File: config.mk
export PLATFORM = sky130hd
export DESIGN_NAME = instruction_fetch
export DESIGN_NICKNAME = d
export VERILOG_FILES = /design/src/rtl/instruction_fetch.sv
export SDC_FILE = /design/constraint.sdc
export NUM_CORES = 1
export LEC_CHECK = 0
export ABC_AREA = 1
export CORE_MARGIN = 8
export CORE_UTILIZATION = 52
export DETAILED_ROUTE_END_ITERATION = 10
export MAX_ROUTING_LAYER = met4
export PLACE_DENSITY = 0.86
export SLEW_MARGIN = 5
export SYNTH_ARGS = -nofsm -noshare
export SYNTH_HDL_FRONTEND = slang
export SYNTH_SLANG_ARGS = --single-unit
File: constraint.sdc
create_clock -name clk -period 4.6 [get_ports clk]
set_input_delay 0.46 -clock clk [delete_from_list [all_inputs] [get_ports clk]]
set_output_delay 0.46 -clock clk [all_outputs]
set_load 0.02 [all_outputs]
File: src/rtl/instruction_fetch.sv
// Fetch stage: byte PC driving a word-addressed instruction memory,
// IF/ID capture with stall, flush, redirect and a sticky address-fault trap.
module instruction_fetch #(
  parameter int unsigned PC_WIDTH   = 32,
  parameter int unsigned ADDR_WIDTH = 10,
  parameter logic [PC_WIDTH-1:0] RESET_PC = '0,
  parameter logic [31:0] NOP_INSTR  = 32'h0000_0013
) (
  input  logic                  clk,
  input  logic                  res,
  input  logic                  stall,
  input  logic                  redirect,
  input  logic [PC_WIDTH-1:0]   redirect_pc,
  input  logic                  flush,
  output logic [ADDR_WIDTH-1:0] imem_address,
  input  logic [31:0]           imem_instruction,
  output logic [31:0]           if_id_instruction,
  output logic [PC_WIDTH-1:0]   if_id_pc,
  output logic [PC_WIDTH-1:0]   if_id_pc_plus4,
  output logic                  if_id_valid,
  output logic                  fault,
  output logic [PC_WIDTH-1:0]   fault_pc
);

  typedef enum logic {
    RUN,
    FAULT
  } state_e;

  state_e              state_q, state_d;
  logic [PC_WIDTH-1:0] pc_q, pc_d;
  logic [31:0]         instr_q, instr_d;
  logic [PC_WIDTH-1:0] ipc_q, ipc_d;
  logic [PC_WIDTH-1:0] ipc4_q, ipc4_d;
  logic                valid_q, valid_d;
  logic                fault_q, fault_d;
  logic [PC_WIDTH-1:0] fpc_q, fpc_d;

  logic [PC_WIDTH-1:0] pc_plus4;
  logic                redir_bad;
  logic                seq_bad;

  assign pc_plus4  = pc_q + PC_WIDTH'(4);
  assign redir_bad = (redirect_pc[1:0] != 2'b00) ||
                     (redirect_pc[PC_WIDTH-1:ADDR_WIDTH+2] != '0);
  // An advance that leaves the memory window traps instead of wrapping.
  assign seq_bad   = pc_plus4[PC_WIDTH-1:ADDR_WIDTH+2] != '0;

  always_comb begin
    state_d = state_q;
    pc_d    = pc_q;
    instr_d = instr_q;
    ipc_d   = ipc_q;
    ipc4_d  = ipc4_q;
    valid_d = valid_q;
    fault_d = fault_q;
    fpc_d   = fpc_q;
    unique case (state_q)
      RUN: begin
        if (redirect) begin
          instr_d = NOP_INSTR;
          valid_d = 1'b0;
          if (redir_bad) begin
            state_d = FAULT;
            fault_d = 1'b1;
            fpc_d   = redirect_pc;
          end else begin
            pc_d = redirect_pc;
          end
        end else if (flush || !stall) begin
          if (flush) begin
            instr_d = NOP_INSTR;
            valid_d = 1'b0;
          end else begin
            instr_d = imem_instruction;
            ipc_d   = pc_q;
            ipc4_d  = pc_plus4;
            valid_d = 1'b1;
          end
          if (!stall) begin
            if (seq_bad) begin
              state_d = FAULT;
              fault_d = 1'b1;
              fpc_d   = pc_plus4;
            end else begin
              pc_d = pc_plus4;
            end
          end
        end
      end
      FAULT: begin
        instr_d = NOP_INSTR;
        valid_d = 1'b0;
      end
      default: state_d = RUN;
    endcase
  end

  always_ff @(posedge clk) begin
    if (res) begin
      state_q <= RUN;
      pc_q    <= RESET_PC;
      instr_q <= NOP_INSTR;
      ipc_q   <= '0;
      ipc4_q  <= '0;
      valid_q <= 1'b0;
      fault_q <= 1'b0;
      fpc_q   <= '0;
    end else begin
      state_q <= state_d;
      pc_q    <= pc_d;
      instr_q <= instr_d;
      ipc_q   <= ipc_d;
      ipc4_q  <= ipc4_d;
      valid_q <= valid_d;
      fault_q <= fault_d;
      fpc_q   <= fpc_d;
    end
  end

  assign imem_address      = pc_q[ADDR_WIDTH+1:2];
  assign if_id_instruction = instr_q;
  assign if_id_pc          = ipc_q;
  assign if_id_pc_plus4    = ipc4_q;
  assign if_id_valid       = valid_q;
  assign fault             = fault_q;
  assign fault_pc          = fpc_q;

endmodule
==> key figures, run 1 <==
Run status
  – Status: finished, final reports clean

Pwr
  – Peak supply drop: 0.000238 V
  – P_leak: 0.00431 uW
  – PD cells: 341 nW/um^2
  – Post-layout total power: 3450 uW

Logic synthesis
  – Synth top area cells: dfxtp_1 (43%), nand2_1 (12%), nor2_1 (7.3%)
  – Top post-synthesis cells by count: nand2_1 (236), dfxtp_1 (161), nor2_1 (145)
  – Yosys top cell area share: 0.431
  – Synthesized cell area: 7470 um^2
  – Avg Cell Area, Syn: just under 7 um^2
  – Synth area leader: dfxtp_1
  – FF+latch count, synth: ~160
  – Yosys cell types: 31
  – Primary FF master, synth: dfxtp_1
  – Mapped Cells: 1074
  – Number of synthesized flops with an enable pin: 0
  – Warnings, synthesis: 0
  – Post-synthesis sequential area ratio: 0.431
  – FFs w/ async S/R, synth: 0
  – Mapped Nets: 1144
  – Cell with the most instances after synthesis: nand2_1

Timing
  – Final Skew: around 0.007 ns
  – Fmax: 291 MHz
  – Slew at the pin closest to its max-slew limit: 1.09 ns
  – Min Clock Period, post-route: between 3 and 4 ns
  – Final worst-path cycle share: 0.748
  – Setup TNS: 0 ns
  – Final hold violation count: 0
  – Slew Limit Fails: 0
  – Fin Hold WS: 0.459 ns
  – Final setup viols: 0
  – Unrepaired setup endpoints after global routing: no
  – Slew headroom: 0.276

CTS
  – CTS Buffer Depth: 2
  – # hold bufs at CTS: 0
  – Clk pin slew, worst setup/hold paths: 0.06 ns
  – Post-CTS sizing: 0
  – Worst-Skew Late Latency: around 0.42 ns
  – H-tree levels: 4
  – CTS Buf Count: 17
  – # clock sinks: 161
  – CTS root buffer: clkbuf_16
  – CTS tree: done
  – Post-CTS setup buffers: 0

Detailed routing
  – Initial DRC Count: 918
  – DR vias/cell: 5.37
  – Routed WL: 23.8 mm
  – Drc violations: 0
  – Via Count: 7695
  – Final ANT Viol Nets: 0
  – Wire per inst: approximately 17 um
  – DRT Pass-1 Iters: 5

Floorplanning
  – Initial Utilization: 0.522
  – Boundary pin count: about 210
  – Row count: 44
  – Core ar.: roughly 14000 um^2
  – Die Area: about 18000 um^2
  – Chip Width: 136 um
  – Die height: 136 um

Layout
  – Filler cell count: 1160
  – Final Cell Area: around 10000 um^2
  – Nets: 1304
  – Area delta synth->final: 35.4%
  – Share of cells above drive strength 1: 0.0545

Setup path
  – Worst Path Max Fanout: 35
  – CP max stage delay: 0.50 ns
  – Delay-heaviest family, CP: simple AND/OR/NAND/NOR gates
  – Slowest cell on the critical path: nand2_1
  – Required @ worst endpoint: 4.89 ns
  – WS Path Type: flop to flop
  – CP cell instances: ha_1 -> nand2_1 -> nor2_4 -> nand2_2 -> nor2_4 -> nand2_1 -> nand2_1 -> nand2_1 -> nor2_1 -> nand2_1 -> nor2_2 -> nand3_4 -> nand2_4 -> nand2_1 -> nand2_1 -> nor2_1
  – Crit path capture type: flop
  – Crit path buffers/inverters: 0
  – Most frequent CP cell: nand2_1
  – Crit path launch type: flop
  – Crit path DAT: 3.73 ns

Place
  – Detail Placement HPWL: 17.0 mm
  – Placer Congestion: 0.942
  – Port buffer count: 208
  – Area after DPL: 9520 um^2

GRT
  – GRT Util Overall: 0.260
  – Vias in the first global route: 7077
  – Largest net degree at the start of global routing: 117
  – GR Overflow Total: 0
  – First-pass GRT wire length: around 37 mm
  – Initial antenna violation count: 1

Worst hold path
  – Worst min path class: flop to flop

Flow run
  – Max Cap Viol: 0
## worst paths after layout
kind | slack [ns] | depth (start not counted) | to | start
worst max-delay path | 1.16 | 16 | pc_q[14] | pc_q[2]
worst min-delay path | 0.46 | 2 | fault | fault
worst max register to register | 1.16 | 16 | pc_q[14] | pc_q[2]
worst min register to register | 0.46 | 2 | fault | fault
## layer usage
metal | global-route usage | routed length [um] | share of wire | up-vias
met5 | - | 0 | 0 | -
met4 | 0.111 | 870 | 0.037 | 0
met3 | 0.0554 | 2080 | 0.087 | 60
met2 | 0.397 | 11000 | 0.46 | 394
met1 | 0.327 | 9850 | 0.41 | 3482
li1 | - | - | - | 3759
## area by class of cell
type	instances	area, um^2	area share
Tap cell	184	230	0.0228
Clock inverter	10	108	0.0106
Clock buffer	22	484	0.0479
Timing Repair Buffer	221	2170	0.215
Sequential cell	161	3220	0.319
Multi-Input combinational cell	704	3410	0.337
Inverter	129	484	0.0479
Antenna cell	1	2.50	0.000247
## worst register-to-register path, stage by stage, from the launching register on
cell     delay (ns)
dfxtp_1        0.43
ha_1           0.22
nand2_1        0.11
nor2_4         0.21
nand2_2        0.13
nor2_4         0.18
nand2_1        0.06
nand2_1        0.12
nand2_1        0.06
nor2_1         0.09
nand2_1        0.07
nor2_2         0.14
nand3_4        0.33
nand2_4        0.38
nand2_1        0.50
nand2_1        0.22
nor2_1         0.06
## cell families after synthesis
family | share of synthesized area
AO/OA/AOI/OAI | 0.120
buffers and inverters | 0.115
AND/OR/NAND/NOR | 0.305
flip-flops | 0.431
multiplexers | 0.0161
XOR/XNOR | 0.0105
adder cells (fa/ha/maj) | 0.00167
## flip-flops by register name (all words and copies together) (netlist names)
signal and cells:
if_id_pc_plus4 30, state_q 1, fault 1, fault_pc 32
pc_q 32, if_id_instruction 32, if_id_pc 32, if_id_valid 1
## layout by cell type (no fill, tap or decap), types with 5 or more instances in the layout
cell type / Yosys / layout
nand2_1: 236 / 236
clkdlybuf4s50_1: 0 / 207
dfxtp_1: 161 / 161
nor2_1: 145 / 143
inv_1: 127 / 127
o21ai_0: 71 / 71
nand4_1: 65 / 65
a21oi_1: 61 / 60
nand3_1: 42 / 42
clkbuf_16: 0 / 17
o21bai_1: 16 / 16
buf_4: 15 / 13
mux2i_1: 12 / 12
o211ai_1: 10 / 10
nor2_2: 5 / 6
nor2_4: 5 / 6
nand3b_1: 6 / 6
nand2_2: 5 / 5
nor4_1: 5 / 5
xnor2_1: 5 / 5
clkinv_2: 0 / 5
## power by group
part           switching, uW  internal (uW)  total, uW
clock network            554            852       1410
registers               44.4           1460       1500
logic                    307            233        540
total                    905           2540       3450
## metrics by stage
step           utilization  setup WS (ns)  std cells
3_5_place_dp         0.665           1.23       1399
3_3_place_gp         0.665           1.32       1399
6_report             0.707           1.16       1432
4_1_cts              0.707           1.20       1431
5_1_grt              0.707          0.763       1432
2_1_floorplan            -           2.36       1074
(Power assumes the default switching activity.)
==> run 2: changes to the inputs <==
- CORE_UTILIZATION: 52 -> 44
- PLACE_DENSITY: 0.86 -> 0.77
- clock period: 4.6 -> 2.8 ns (I/O delays scaled with it)
==> key figures, run 2 (synthesis gave the netlist of run 1 again) <==
Run status
  – Status: finished, final reports clean

Layout
  – Final Cell Area: 10400 um^2 (+2.6%)
  – Ant. Diodes: 0 (-1)
  – Layout Cells excl Fill: 1480 (+3.4%)
  – Area delta synth->final: 38.9%
  – Commonest non-fill, non-tap cells in the layout: nand2_1 (236), clkdlybuf4s50_1 (207), dfxtp_1 (157), nor2_1 (139), inv_1 (127)
  – Nets: 1319 (+1.2%)
  – Commonest non-fill, non-tap cell in the layout: nand2_1
  – Post-layout util: 0.626 (-0.0807)
  – Share of cells above drive strength 1: 0.0714 (+0.0169)

Timing
  – Slew at the pin closest to its max-slew limit: 0.848 ns (-0.239 ns)
  – Setup TNS: 0 ns (unchanged)
  – Fmax: 394 MHz (+35%)
  – Slew Limit Fails: 0 (unchanged)
  – Fin Hold WS: 0.400 ns (-0.0587 ns)
  – Slew headroom: 0.435 (+0.159)
  – Final setup viols: 0 (unchanged)
  – Final hold violation count: 0 (unchanged)
  – Min Clock Period, post-route: 2.54 ns (-0.899 ns)
  – Unrepaired setup endpoints after global routing: no
  – Final Skew: 0.00678 ns (-0.000201 ns)
  – Final worst-path cycle share: 0.907 (+0.160)

Detailed routing
  – Initial DRC Count: 653 (-29%)
  – Final ANT Viol Nets: 0 (unchanged)
  – DRT Pass-1 Iters: 5 (unchanged)
  – DR vias/cell: 5.08 (-5.4%)
  – Wire per inst: 16.5 um (-0.59%)
  – Routed WL: 24.5 mm (+2.7%)
  – Via Count: 7525 (-2.2%)
  – Drc violations: 0 (unchanged)

CTS
  – CTS Buf Count: 17 (unchanged)
  – Worst-Skew Late Latency: 0.43 ns (about the same)
  – CTS root buffer: clkbuf_16
  – # clock sinks: 161 (unchanged)
  – H-tree levels: 4 (unchanged)
  – CTS Buffer Depth: 2 (unchanged)
  – CTS tree: done
  – Clk pin slew, worst setup/hold paths: 0.06 ns (about the same)

Setup path
  – Reg2reg end: pc_q[24]
  – Reg2reg setup slack: 0.26 ns (-0.90 ns)
  – Crit path launch type: flop
  – CP cell instances: ha_1 -> nand2_1 -> nor2_4 -> nand2_2 -> nor2_4 -> nand2_2 -> nor2_2 -> nand2_1 -> nand2_1 -> nand2_1 -> nor2_2 -> nand3_4 -> nand2_4 -> nand2_1 -> buf_4 -> nand2_1 -> nor2_1
  – Worst r2r path cells: 17 (+1)
  – Required @ worst endpoint: 3.09 ns (-1.80 ns)
  – CP max stage delay: 0.37 ns (-0.13 ns)
  – WS Path Type: flop to flop
  – Worst Path Max Fanout: 20 (-43%)
  – Most frequent CP cell: nand2_1
  – Slowest cell on the critical path: dfxtp_2
  – Crit path capture type: flop
  – Worst r2r src: pc_q[3]
  – Crit path DAT: 2.83 ns (-0.90 ns)

Pwr
  – Sequential power share: 0.415 (-0.021)
  – Peak supply drop: 0.000431 V (+81%)
  – Sw frac: 0.252 (-0.0102)
  – Switch Pwr: 1500 uW (+65%)
  – Gate power share: 0.153 (-0.004)
  – Int Pwr: 4440 uW (+74%)
  – Clock group share of total power: 0.431 (+0.023)
  – P_leak: 0.00442 uW (+2.6%)
  – PD cells: 571 nW/um^2 (+68%)

GRT
  – Vias in the first global route: 7192 (+1.6%)
  – Initial antenna violation count: 0 (-1)
  – First-pass GRT wire length: 39.2 mm (+5.8%)
  – Largest net degree at the start of global routing: 55 (-53%)
  – GRT Util Overall: 0.233 (-0.0267)
  – GR Overflow Total: 0 (unchanged)

Place
  – Detail Placement HPWL: 18.1 mm (+6.7%)
  – Placed cell count: 1449 (+3.6%)
  – Port buffer count: 208 (unchanged)
  – Placer Congestion: 0.919 (-2.5%)
  – Area after DPL: 9710 um^2 (+2.0%)

Floorplanning
  – Core ar.: 16600 um^2 (+16%)
  – Boundary pin count: 209 (unchanged)
  – Die Area: 21400 um^2 (+16%)
  – Chip Width: 146 um (+7.7%)
  – Row count: 47 (+6.8%)
  – Die height: 146 um (+7.7%)
  – Initial Utilization: 0.451 (-0.0715)

Worst hold path
  – Hold path endpoint: if_id_instruction[28]
  – Min-delay src: imem_instruction[28]
  – Hold Path Stages: 3 (+1)
  – Worst min path class: primary input to flop

Flow run
  – Max Cap Viol: 0 (unchanged)
run 2: cell count changes in the layout (fill, tap and decap cells not counted), sizes merged:
cell	change
diode	-1
bufinv	+3
clkinv	-3
buf	+15
clkbuf	-2
run 2: timing repair:
| action | CTS | global route |
|---|---|---|
| hold buffers | 0 | 0 |
| gates resized for setup | 0 | 8 |
| setup endpoints to repair | 0 | 57 |
| setup buffers | 0 | 1 |
| hold endpoints to repair | 0 | 0 |
run 2: per-stage QoR:
stage,power [uW],worst slack (ns)
after floorplan,3000,0.558
after global placement,3410,0.258
after detailed placement,3410,0.203
after CTS,5960,0.174
after global routing,6140,0.00306
final,5930,0.259
run 2: power by group through the flow:
stage	logic (uW)	registers [uW]	clock network, uW
after CTS	910	2460	2590
after floorplan	391	2610	0
after detailed placement	902	2510	0
after global routing	987	2480	2680
final	908	2460	2560
after global placement	898	2510	0
run 2: worst max path at each step:
stage | cells past startpoint | endpoint | slack (ns) | start
detailed placement | 15 | pc_q[14] | 0.20 | pc_q[3]
global placement | 15 | pc_q[18] | 0.26 | pc_q[3]
global route | 17 | pc_q[15] | 0.003 | pc_q[2]
CTS | 15 | pc_q[24] | 0.17 | pc_q[3]
finish | 17 | pc_q[24] | 0.26 | pc_q[3]
floorplan | 17 | pc_q[22] | 0.56 | pc_q[2]
run 2: per-layer routing:
layer,vias to the layer above,GRT usage,share of wire
met1,3428,0.293,0.44
met5,-,-,0
met3,48,0.0457,0.063
met2,265,0.358,0.46
met4,0,0.104,0.032
li1,3784,-,-
run 2: area by class of cell:
cell class | count | area (um^2)
clock inverters | 10 | 183
inverters | 129 | 484
flip-flops and latches | 161 | 3230
fillers | 1469 | 6200
clock buffers | 20 | 467
repair buffers | 236 | 2320
well taps | 220 | 275
multi-input cells | 704 | 3420
run 2: critical path: cells and delay by family (launching register included):
kind | cells | cell delay (ns)
AND/OR/NAND/NOR | 15 | 1.60
adder cells (fa/ha/maj) | 1 | 0.21
buffers and inverters | 1 | 0.21
flip-flops | 1 | 0.37
